`src/rtl/scb_mul_sched_pkg.sv`:
```
// Shared definitions for the matrix-vector product scheduler: state encoding,
// size limits, index widths and the public-matrix index helper.
package scb_mul_sched_pkg;

    localparam int SCB_RANK_MAX = 4;
    localparam int SCB_TIMEOUT  = 600;
    localparam int IDX_W        = $clog2(SCB_RANK_MAX);
    localparam int PUB_W        = $clog2(SCB_RANK_MAX * SCB_RANK_MAX);

    typedef enum logic [2:0] {
        ST_IDLE,
        ST_CLR,
        ST_RUN,
        ST_GAP,
        ST_ROWOUT,
        ST_FIN
    } state_t;

    // Row-major index of matrix entry (i, j) for a matrix of rank rank_m1+1.
    function automatic logic [PUB_W-1:0] pub_index(input logic [IDX_W-1:0] i,
                                                   input logic [IDX_W-1:0] j,
                                                   input logic [IDX_W-1:0] rank_m1);
        logic [PUB_W-1:0] rank;
        rank = PUB_W'(rank_m1) + PUB_W'(1);
        return PUB_W'(i) * rank + PUB_W'(j);
    endfunction

endpackage

```
`src/rtl/scb_mul_sched_if.sv`:
```
// Job control, multiplier-core control and row-result handshake of the scheduler.
interface scb_mul_sched_if;
    import scb_mul_sched_pkg::*;

    logic             start;
    logic [IDX_W-1:0] l_sel;
    logic             busy;
    logic             done;
    logic             err;
    logic             mul_clr;
    logic             mul_sec_reload;
    logic             mul_start;
    logic             mul_done;
    logic [IDX_W-1:0] sec_sel;
    logic [PUB_W-1:0] pub_sel;
    logic             row_valid;
    logic [IDX_W-1:0] row_idx;
    logic             row_ack;

    modport master (
        input  start, l_sel, mul_done, row_ack,
        output busy, done, err, mul_clr, mul_sec_reload, mul_start,
               sec_sel, pub_sel, row_valid, row_idx
    );

    modport slave (
        output start, l_sel, mul_done, row_ack,
        input  busy, done, err, mul_clr, mul_sec_reload, mul_start,
               sec_sel, pub_sel, row_valid, row_idx
    );

endinterface

```
`src/rtl/scb_timeout_ctr.sv`:
```
// Loadable down-counter; expired is raised while enabled and the count has run out.
module scb_timeout_ctr #(
    parameter int W = 10
) (
    input  logic         clk,
    input  logic         rst,
    input  logic         load,
    input  logic         en,
    input  logic [W-1:0] load_val,
    output logic         expired
);

    logic [W-1:0] count_reg;

    always_ff @(posedge clk) begin
        if (rst) begin
            count_reg <= '0;
        end else if (load) begin
            count_reg <= load_val;
        end else if (en && count_reg != '0) begin
            count_reg <= count_reg - W'(1);
        end
    end

    assign expired = en && (count_reg == '0);

endmodule

```
`src/rtl/scb_mul_sched.sv`:
```
// Schedules rank*rank multiplier-core products of a matrix-vector job, one row
// result at a time, with a per-product timeout.
module scb_mul_sched
    import scb_mul_sched_pkg::*;
#(
    parameter int RANK_MAX = SCB_RANK_MAX,
    parameter int TIMEOUT  = SCB_TIMEOUT
) (
    input logic             clk,
    input logic             rst,
    scb_mul_sched_if.master bus
);

    localparam int               CNT_W       = $clog2(TIMEOUT + 1);
    localparam logic [IDX_W-1:0] RANK_M1_MAX = IDX_W'(RANK_MAX - 1);

    state_t           state_reg;
    logic [IDX_W-1:0] rank_m1_reg;
    logic [IDX_W-1:0] i_reg;
    logic [IDX_W-1:0] j_reg;
    logic             busy_reg;
    logic             done_reg;
    logic             err_reg;
    logic             clr_reg;
    logic             reload_reg;
    logic             mstart_reg;
    logic             rvalid_reg;
    logic [IDX_W-1:0] ridx_reg;
    logic [IDX_W-1:0] sec_reg;
    logic [PUB_W-1:0] pub_reg;

    logic ctr_load;
    logic ctr_en;
    logic ctr_expired;

    // The timeout window is re-armed on every cycle outside RUN.
    assign ctr_en   = (state_reg == ST_RUN);
    assign ctr_load = !ctr_en;

    scb_timeout_ctr #(.W(CNT_W)) u_timeout_ctr (
        .clk      (clk),
        .rst      (rst),
        .load     (ctr_load),
        .en       (ctr_en),
        .load_val (CNT_W'(TIMEOUT - 1)),
        .expired  (ctr_expired)
    );

    always_ff @(posedge clk) begin
        if (rst) begin
            state_reg   <= ST_IDLE;
            rank_m1_reg <= '0;
            i_reg       <= '0;
            j_reg       <= '0;
            busy_reg    <= 1'b0;
            done_reg    <= 1'b0;
            err_reg     <= 1'b0;
            clr_reg     <= 1'b1;
            reload_reg  <= 1'b0;
            mstart_reg  <= 1'b0;
            rvalid_reg  <= 1'b0;
            ridx_reg    <= '0;
            sec_reg     <= '0;
            pub_reg     <= '0;
        end else begin
            done_reg   <= 1'b0;
            clr_reg    <= 1'b0;
            reload_reg <= 1'b0;
            case (state_reg)
                ST_IDLE: begin
                    if (bus.start) begin
                        rank_m1_reg <= (bus.l_sel > RANK_M1_MAX) ? RANK_M1_MAX : bus.l_sel;
                        i_reg       <= '0;
                        j_reg       <= '0;
                        err_reg     <= 1'b0;
                        busy_reg    <= 1'b1;
                        clr_reg     <= 1'b1;
                        sec_reg     <= '0;
                        pub_reg     <= '0;
                        state_reg   <= ST_CLR;
                    end
                end
                ST_CLR: begin
                    mstart_reg <= 1'b1;
                    state_reg  <= ST_RUN;
                end
                ST_RUN: begin
                    if (bus.mul_done) begin
                        mstart_reg <= 1'b0;
                        state_reg  <= ST_GAP;
                        // Advance the selects now so they are settled for the reload.
                        if (j_reg != rank_m1_reg) begin
                            j_reg      <= j_reg + IDX_W'(1);
                            sec_reg    <= j_reg + IDX_W'(1);
                            pub_reg    <= pub_index(i_reg, j_reg + IDX_W'(1), rank_m1_reg);
                            reload_reg <= 1'b1;
                        end
                    end else if (ctr_expired) begin
                        err_reg    <= 1'b1;
                        busy_reg   <= 1'b0;
                        mstart_reg <= 1'b0;
                        sec_reg    <= '0;
                        pub_reg    <= '0;
                        state_reg  <= ST_IDLE;
                    end
                end
                ST_GAP: begin
                    // A pending reload means another product in this row remains.
                    if (reload_reg) begin
                        mstart_reg <= 1'b1;
                        state_reg  <= ST_RUN;
                    end else begin
                        rvalid_reg <= 1'b1;
                        ridx_reg   <= i_reg;
                        state_reg  <= ST_ROWOUT;
                    end
                end
                ST_ROWOUT: begin
                    if (bus.row_ack) begin
                        rvalid_reg <= 1'b0;
                        if (i_reg != rank_m1_reg) begin
                            i_reg     <= i_reg + IDX_W'(1);
                            j_reg     <= '0;
                            sec_reg   <= '0;
                            pub_reg   <= pub_index(i_reg + IDX_W'(1), '0, rank_m1_reg);
                            clr_reg   <= 1'b1;
                            state_reg <= ST_CLR;
                        end else begin
                            state_reg <= ST_FIN;
                        end
                    end
                end
                ST_FIN: begin
                    done_reg  <= 1'b1;
                    busy_reg  <= 1'b0;
                    state_reg <= ST_IDLE;
                end
                default: state_reg <= ST_IDLE;
            endcase
        end
    end

    assign bus.busy           = busy_reg;
    assign bus.done           = done_reg;
    assign bus.err            = err_reg;
    assign bus.mul_clr        = clr_reg;
    assign bus.mul_sec_reload = reload_reg;
    assign bus.mul_start      = mstart_reg;
    assign bus.sec_sel        = sec_reg;
    assign bus.pub_sel        = pub_reg;
    assign bus.row_valid      = rvalid_reg;
    assign bus.row_idx        = ridx_reg;

endmodule
```
`src/flat_wrapper.sv`:
```
// flat-port wrapper written by rule: the top's interface ports become plain ports
module scb_mul_sched_flat import scb_mul_sched_pkg::*;
#(
    parameter int RANK_MAX = SCB_RANK_MAX,
    parameter int TIMEOUT  = SCB_TIMEOUT
)
  (clk, rst, bus_start, bus_l_sel, bus_mul_done, bus_row_ack, bus_busy, bus_done, bus_err, bus_mul_clr, bus_mul_sec_reload, bus_mul_start, bus_sec_sel, bus_pub_sel, bus_row_valid, bus_row_idx);
  scb_mul_sched_if bus_i ();
  input logic clk;
  input logic rst;
  input wire logic [$bits(bus_i.start)-1:0] bus_start;
  input wire logic [$bits(bus_i.l_sel)-1:0] bus_l_sel;
  input wire logic [$bits(bus_i.mul_done)-1:0] bus_mul_done;
  input wire logic [$bits(bus_i.row_ack)-1:0] bus_row_ack;
  output wire logic [$bits(bus_i.busy)-1:0] bus_busy;
  output wire logic [$bits(bus_i.done)-1:0] bus_done;
  output wire logic [$bits(bus_i.err)-1:0] bus_err;
  output wire logic [$bits(bus_i.mul_clr)-1:0] bus_mul_clr;
  output wire logic [$bits(bus_i.mul_sec_reload)-1:0] bus_mul_sec_reload;
  output wire logic [$bits(bus_i.mul_start)-1:0] bus_mul_start;
  output wire logic [$bits(bus_i.sec_sel)-1:0] bus_sec_sel;
  output wire logic [$bits(bus_i.pub_sel)-1:0] bus_pub_sel;
  output wire logic [$bits(bus_i.row_valid)-1:0] bus_row_valid;
  output wire logic [$bits(bus_i.row_idx)-1:0] bus_row_idx;
  assign bus_i.start = bus_start;
  assign bus_i.l_sel = bus_l_sel;
  assign bus_i.mul_done = bus_mul_done;
  assign bus_i.row_ack = bus_row_ack;
  assign bus_busy = bus_i.busy;
  assign bus_done = bus_i.done;
  assign bus_err = bus_i.err;
  assign bus_mul_clr = bus_i.mul_clr;
  assign bus_mul_sec_reload = bus_i.mul_sec_reload;
  assign bus_mul_start = bus_i.mul_start;
  assign bus_sec_sel = bus_i.sec_sel;
  assign bus_pub_sel = bus_i.pub_sel;
  assign bus_row_valid = bus_i.row_valid;
  assign bus_row_idx = bus_i.row_idx;
  scb_mul_sched #(.RANK_MAX(RANK_MAX), .TIMEOUT(TIMEOUT)) u_core (.clk(clk), .rst(rst), .bus(bus_i));
endmodule
```
`config.mk`:
```
export PLATFORM = sky130hd
export DESIGN_NAME = scb_mul_sched_flat
export DESIGN_NICKNAME = d
export VERILOG_FILES = /design/src/rtl/scb_mul_sched_pkg.sv /design/src/rtl/scb_mul_sched_if.sv /design/src/rtl/scb_timeout_ctr.sv /design/src/rtl/scb_mul_sched.sv /design/src/flat_wrapper.sv
export SDC_FILE = /design/constraint.sdc
export NUM_CORES = 1
export LEC_CHECK = 0
export ABC_CLOCK_PERIOD_IN_PS = 2700
export CAP_MARGIN = 20
export CORE_ASPECT_RATIO = 0.7
export CORE_MARGIN = 2
export CORE_UTILIZATION = 40
export DETAILED_ROUTE_END_ITERATION = 10
export DONT_BUFFER_PORTS = 1
export SLEW_MARGIN = 10
export SYNTH_ARGS = -nofsm -noshare
export SYNTH_HDL_FRONTEND = slang
export SYNTH_HIERARCHICAL = 1
export SYNTH_SLANG_ARGS = --single-unit
```
`constraint.sdc`:
```
create_clock -name clk -period 2.7 [get_ports clk]
set_input_delay 0.675 -clock clk [delete_from_list [all_inputs] [get_ports clk]]
set_output_delay 0.675 -clock clk [all_outputs]
set_load 0.01 [all_outputs]
```
---- Word-level counts from Yosys, hierarchy flattened ----
Cells that the tools add are included.
storage, ports and cells
  flip-flop bits (word level) ............. 34
  output and inout bits ................... 15
cells by class
  $add $sub $neg .......................... 5
  $mul .................................... 2
  $lt $le $gt $ge ......................... 1
  equality and inequality tests ........... 19
  mux-type cells .......................... 49
  bitwise operators ....................... 3
  reduce and logical (&&, ||, !) cells .... 23
operators by type and width
  cell                                                 number
  two-way mux 4 bit                                    6
  two-way mux 10 bit                                   2
  two-way mux 2 bit                                    10
  two-way mux 3 bit                                    6
  two-way mux 1 bit                                    15
  case mux 3 bit (5 select lines)                      1
  case mux 2 bit (3 select lines)                      2
  case mux 4 bit (3 select lines)                      1
  AND reduction 4 bit                                  3
  AND reduction 6 bit                                  2
  zero test 10 bit                                     1
  != test 2 x 1 -> 1 bit, second input constant        5
  != test 2 bit, second input constant                 5
  nonzero test 10 bit                                  1
  subtractor 10 x 1 -> 10 bit, second input constant   1
  AND reduction 3 bit                                  3
  nonzero test 3 bit                                   3
  multiplier 2 x 4 -> 4 bit                            2
  equality test 3 x 2 -> 1 bit, second input constant  2
  equality test 3 bit, second input constant           2
  != test 3 x 2 -> 1 bit, second input constant        2
  case mux 1 bit (2 select lines)                      3
  case mux 1 bit (3 select lines)                      2
  nonzero test 2 bit                                   3
  13 further kinds                                     19

---- Longest topological paths before layout ----
  word-level depth ........................ 6
  mapped depth ............................ 11

---- Hierarchy ----
Netlist, hierarchy kept.
by module, submodules not included
  module           instances  cells an instance  area an instance (sq um)  seq. area each (sq um)
  scb_mul_sched    1          175                1490.2                    480.5
  scb_timeout_ctr  1          72                 616.8                     200.2

---- Worst setup path before layout ----
OpenSTA, ideal clock, no wires.
  path type ............................... reg-to-reg
  start ................................... reg u_core.state_reg[2]
  end ..................................... reg u_core.sec_reg[1], in the netlist u_core/bus.sec_sel[1]
  library setup time ...................... 0.074 ns
  arrival time ............................ 2.448 ns
  setup slack ............................. 0.178 ns
  cell stages (with the launch flop) ...... 12
  buffers on the path ..................... 2
  period minus slack after synthesis ...... 2.522 ns
  path through ............................ dfxtp_1 buf_2 or3b_1 buf_6 inv_2 and3b_1 nand2_1 nor2_1 nor2_1 a22o_1 or4_4 a31oi_1
between the ends
  word-level cells in the longest chain between the ends .. 4
  elaborated cells between the ends (all ways) .. 12
  classes of those cells .................. eq/ne: 7; mux: 1; reduce/logical: 4
RTL lines
  what                                     line                   source
  from (decl)                              scb_mul_sched.sv:17    state_t state_reg;
  from (signal assigned)                   scb_mul_sched.sv:51    state_reg <= ST_IDLE;
  from (signal assigned)                   scb_mul_sched.sv:80    state_reg <= ST_CLR;
  from (signal assigned)                   scb_mul_sched.sv:85    state_reg <= ST_RUN;
  equality test 3 x 2 -> 1 bit             scb_mul_sched.sv:37    assign ctr_en = (state_reg == ST_RUN);
  net u_core.ctr_en                        scb_mul_sched.sv:33    logic ctr_en;
  logical AND 1 bit                        scb_timeout_ctr.sv:25  assign expired = en && (count_reg == '0);
  net u_core.ctr_expired                   scb_mul_sched.sv:34    logic ctr_expired;
  != test 3 x 2 -> 1 bit (no source line)  --
  AND reduction 6 bit (no source line)     --
  to (signal assigned)                     scb_mul_sched.sv:94    sec_reg <= j_reg + IDX_W'(1);
  to (decl)                                scb_mul_sched.sv:29    logic [IDX_W-1:0] sec_reg;
The timed path passes the listed nets, and every way through them passes these cells.
A chain may end at the register's enable or synchronous reset.

---- Worst setup path in the final report ----
  start ................................... reg u_core.rank_m1_reg[0]
  end ..................................... reg u_core.pub_reg[3], in the netlist u_core/bus.pub_sel[3]
between the ends
  word-level cells in the longest chain between the ends .. 6
  elaborated cells between the ends (all ways) .. 14
  classes of those cells .................. add/sub: 2; mul: 2; eq/ne: 4; mux: 5; reduce/logical: 1
RTL lines
  what                             line                     source
  from (decl)                      scb_mul_sched.sv:18      logic [IDX_W-1:0] rank_m1_reg;
  from (signal assigned)           scb_mul_sched.sv:72      rank_m1_reg <= (bus.l_sel > RANK_M1_MAX) ? RANK_M1_MAX : bus.l_sel;
  adder 2 x 1 -> 3 bit             scb_mul_sched_pkg.sv:24  rank = PUB_W'(rank_m1) + PUB_W'(1);
  multiplier 2 x 4 -> 4 bit        scb_mul_sched_pkg.sv:25  return PUB_W'(i) * rank + PUB_W'(j);
  adder 4 x 2 -> 4 bit             scb_mul_sched_pkg.sv:25
  two-way mux 4 bit                scb_mul_sched.sv:92      if (j_reg != rank_m1_reg) begin
  two-way mux 4 bit                scb_mul_sched.sv:88      if (bus.mul_done) begin
  case mux 4 bit (3 select lines)  scb_mul_sched.sv:69      case (state_reg)
  to (signal assigned)             scb_mul_sched.sv:95      pub_reg <= pub_index(i_reg, j_reg + IDX_W'(1), rank_m1_reg);
  to (signal assigned)             scb_mul_sched.sv:125     pub_reg <= pub_index(i_reg + IDX_W'(1), '0, rank_m1_reg);
  to (decl)                        scb_mul_sched.sv:30      logic [PUB_W-1:0] pub_reg;
Several ways; a longest one is shown, not always the timed one. The select of a mux whose other input is x is not followed.

==> results_tabular.tex <==
\begin{tabular}{lr}
\hline
Metric & Value \\
\hline
\multicolumn{2}{l}{\textbf{Synthesis}} \\
\quad Top cell type's share of synthesized area & 0.323 \\
\quad Primary FF master, synth & dfxtp\_1 \\
\quad Share of the yosys chip area belonging to registers & 0.323 \\
\quad Cell Area, Synth & between 0.002 and 0.0025 mm2 \\
\quad Largest cells by area after synthesis & dfxtp\_1, ha\_1, nor2\_1 \\
\quad Post-synthesis average cell area & roughly 8.5 um2 \\
\quad Flop and latch count out of synthesis & 34 \\
\quad Asr flop ratio synth & 0 \\
\quad Post-synth EDFFs & 0 \\
\quad Cell taking the most area after synthesis & dfxtp\_1 \\
\quad Number of different library cells in the post-synthesis netlist & 57 \\
\quad Total number of yosys warnings & 6 \\
\quad Synthesized netlist cell count & $\sim$250 \\
\multicolumn{2}{l}{\textbf{Floorplanning}} \\
\quad Die ar. & roughly 0.0059 mm2 \\
\quad Core Area & roughly 0.005 mm2 \\
\quad Initial Utilization & 0.409 \\
\quad FP Rows & 22 \\
\quad Horizontal extent of the die & a little over 90 um \\
\quad IO Count & 22 \\
\quad Chip height & 64.7 um \\
\multicolumn{2}{l}{\textbf{Critical path}} \\
\quad Crit. End Element & register \\
\quad Delay of the slowest critical-path stage & 0.51 ns \\
\quad Critical path cell sequence & ha\_4, nand2\_1, fa\_1, inv\_1, ha\_1, fa\_1, xor2\_1, xnor2\_1, nand2\_1, a311oi\_1 \\
\quad Count of cells along the worst register-to-register path & 10 \\
\quad Highest net fanout along the worst path & 4 \\
\quad Top cell family by delay on the critical path & adder cells \\
\quad Startpoint type of the worst setup path & register \\
\quad Data arrival time of the worst path & 2.77 ns \\
\quad Buffering stage count on the worst path with inverters included & 1 \\
\quad Reg-to-reg critical path startpoint & u\_core/rank\_m1\_reg[0]\$\_SDFFE\_PP0P\_ \\
\quad Critical Path Slowest Stage Cell & fa\_1 \\
\quad Type of the worst setup path & reg -> reg \\
\quad Setup slack of the most critical reg-to-reg path & about 0.12 ns \\
\quad R2r endpoint & u\_core/bus.pub\_sel[3]\$\_SDFFE\_PP0P\_ \\
\quad WP data required & 2.90 ns \\
\multicolumn{2}{l}{\textbf{Hold path}} \\
\quad Hold Path Sink & u\_core/rank\_m1\_reg[1]\$\_SDFFE\_PP0P\_ \\
\quad Path class of the lowest-slack min-delay path & in -> reg \\
\quad Launch instance of the worst min-delay path & rst \\
\quad Cell depth of the worst hold path & 1 \\
\multicolumn{2}{l}{\textbf{Outcome}} \\
\quad Outcome & complete, no violations \\
\multicolumn{2}{l}{\textbf{Place}} \\
\quad Final weighted congestion in routability-driven placement & roughly 0.82 \\
\quad HPWL after DPL & about 3.4 mm \\
\quad Count of buffers inserted at the top-level ports & 0 \\
\quad Setup Slack @ Placement & 0.111 ns \\
\multicolumn{2}{l}{\textbf{GRT}} \\
\quad Via count of the first global-routing pass & between 1500 and 2000 \\
\quad Total congestion overflow & 0 \\
\quad Wire length of the first global-routing pass & roughly 8 mm \\
\quad Initial antenna violation count & 0 \\
\quad Overall global routing resource usage & 0.171 \\
\quad Pin count of the biggest net entering global routing & 35 \\
\multicolumn{2}{l}{\textbf{STA}} \\
\quad Measured slew at the worst slew-check pin & around 0.87 ns \\
\quad Final-report max-slew violation count & 0 \\
\quad Final cycle utilization of the critical path & 0.954 \\
\quad RSZ-0062 raised after global routing & no \\
\quad Tightest slew margin relative to the limit & 0.415 \\
\quad Count of final hold-check violations & 0 \\
\quad Max Fclk & $\sim$390 MHz \\
\quad Smallest setup slack after layout & around 0.12 ns \\
\quad Worst clock skew on the final layout & 0.00424 ns \\
\quad Tightest hold margin & between 0.4 and 0.5 ns \\
\quad Summed negative setup slack over all endpoints & 0 ns \\
\quad Final period demand of the worst path & between 2 and 3 ns \\
\quad Final setup violation count & 0 \\
\multicolumn{2}{l}{\textbf{Routing}} \\
\quad DRT iter0 DRCs & $\sim$170 \\
\quad Vias after detailed routing & approximately 1800 \\
\quad Total routed wirelength & roughly 4.7 mm \\
\quad Antenna violation net count after detailed routing & 0 \\
\quad Drt drc & 0 \\
\quad Mean routed wirelength per cell & about 14 um \\
\quad Drt via density & 5.38 \\
\quad Drt first pass iters & 4 \\
\multicolumn{2}{l}{\textbf{CTS}} \\
\quad Number of sinks handled by clock tree synthesis & 34 \\
\quad Clock latency of the later-clocked register in the worst-skew pair & a little under 0.3 ns \\
\quad Clock root buffer & clkbuf\_8 \\
\quad TritonCTS clock tree & yes \\
\quad Maximum clock insertion buffer count & 2 \\
\quad H-tree levels & 2 \\
\quad Clock transition at the registers of the reported paths & 0.07 ns \\
\quad Number of clock buffers inserted by TritonCTS & 5 \\
\multicolumn{2}{l}{\textbf{Final layout}} \\
\quad Proportion of layout cells with a drive suffix above 1 & 0.125 \\
\quad Most common cell after layout, fill and taps aside & dfxtp\_1 \\
\quad Commonest cells after routing, fill and taps aside & dfxtp\_1, nor2\_1, inv\_1, a21oi\_1, a211oi\_1 \\
\quad Count of nets after finishing & about 270 \\
\quad Antenna diode count & 0 \\
\quad Flip-flop count of the largest register, all copies and words added & 10 \\
\quad Fill count & 512 \\
\quad Layout overhead on the synthesized area & 11.2\% \\
\multicolumn{2}{l}{\textbf{Power}} \\
\quad Leakage power of the design & just under 0.9 nW \\
\quad Power density over the cells & around 550 mW/mm2 \\
\quad Worst VDD drop & about 0.00033 V \\
\multicolumn{2}{l}{\textbf{Flow run}} \\
\quad Number of violations of the max-capacitance limit & 0 \\
\hline
\end{tabular}
stage by stage:
stage | power, W | util | cell area [um2] | std cells
final | 0.00130 | 0.455 | 2340 | 328
after global routing | 0.00136 | 0.455 | 2340 | 328
after CTS | 0.00130 | 0.450 | 2320 | 328
after detailed placement | 0.000826 | 0.429 | 2210 | 321
after global placement | 0.000824 | 0.429 | 2210 | 321
after floorplan | 0.000781 | - | 2140 | 255
power breakdown:
| group | switching (W) | total, W | leakage, nW | internal, W |
|---|---|---|---|---|
| Clock | 0.000178 | 0.000473 | 0.0573 | 0.000295 |
| Sequential | 0.0000400 | 0.000579 | 0.279 | 0.000539 |
| Combinational | 0.000144 | 0.000246 | 0.547 | 0.000102 |
worst max path at each step:
stage,from,end,slack (ns),cells past startpoint
2_1_floorplan,u_core/state_reg[2]$_SDFFE_PP0P_,u_core/bus.sec_sel[1]$_SDFFE_PP0P_,0.18,11
3_3_place_gp,u_core/rank_m1_reg[0]$_SDFFE_PP0P_,u_core/bus.pub_sel[3]$_SDFFE_PP0P_,0.18,10
3_5_place_dp,u_core/rank_m1_reg[0]$_SDFFE_PP0P_,u_core/bus.pub_sel[3]$_SDFFE_PP0P_,0.11,10
4_1_cts,u_core/rank_m1_reg[0]$_SDFFE_PP0P_,u_core/bus.pub_sel[3]$_SDFFE_PP0P_,0.10,10
5_1_grt,u_core/rank_m1_reg[0]$_SDFFE_PP0P_,u_core/bus.pub_sel[3]$_SDFFE_PP0P_,0.005,10
6_report,u_core/rank_m1_reg[0]$_SDFFE_PP0P_,u_core/bus.pub_sel[3]$_SDFFE_PP0P_,0.12,10
repair_timing:
action,4_1_cts,5_1_grt
setup buffers,0,0
hold buffers,0,0
resized for setup,0,4
setup endpoints to repair,0,3
cell families after synthesis:
kind of cell             Yosys count  share of synthesized area
AO/OA/AOI/OAI                     67                      0.220
AND/OR/NAND/NOR                   83                      0.229
multiplexers                       5                     0.0238
other                              2                    0.00356
XOR/XNOR                          12                     0.0499
buffers and inverters             33                     0.0742
adder cells (fa/ha/maj)           11                     0.0760
flip-flops                        34                      0.323
synth_stat cells, drive strengths merged, types with 3 or more instances:
cell type / count
dfxtp: 34
nor2: 24
inv: 18
a21oi: 15
a211oi: 12
nand2: 10
nor3: 10
clkbuf: 9
a31oi: 8
ha: 8
o21ai: 7
buf: 6
xnor2: 6
xor2: 6
mux2i: 5
nand2b: 5
o21a: 4
o31ai: 4
or3: 4
or4: 4
a22oi: 3
fa: 3
nand3: 3
nand4: 3
o41ai: 3
per-layer routing:
layer	part of all wire	vias to the layer above	wire length, um	track usage
met2	0.36	50	1700	0.216
met1	0.56	795	2610	0.268
li1	-	916	-	-
met4	0.0087	0	41	0.0462
met5	0	-	0	0
met3	0.070	5	330	0.0523
area by class of cell:
| class | instances | area [um2] | area share |
|---|---|---|---|
| multi-input cells | 188 | 1330 | 0.565 |
| flip-flops and latches | 34 | 681 | 0.290 |
| well taps | 72 | 90.1 | 0.0384 |
| clock buffers | 6 | 82.6 | 0.0352 |
| repair buffers | 9 | 67.6 | 0.0288 |
| inverters | 18 | 67.6 | 0.0288 |
| clock inverters | 1 | 30.0 | 0.0128 |
Note: power is estimated with default switching activity, not from simulation.
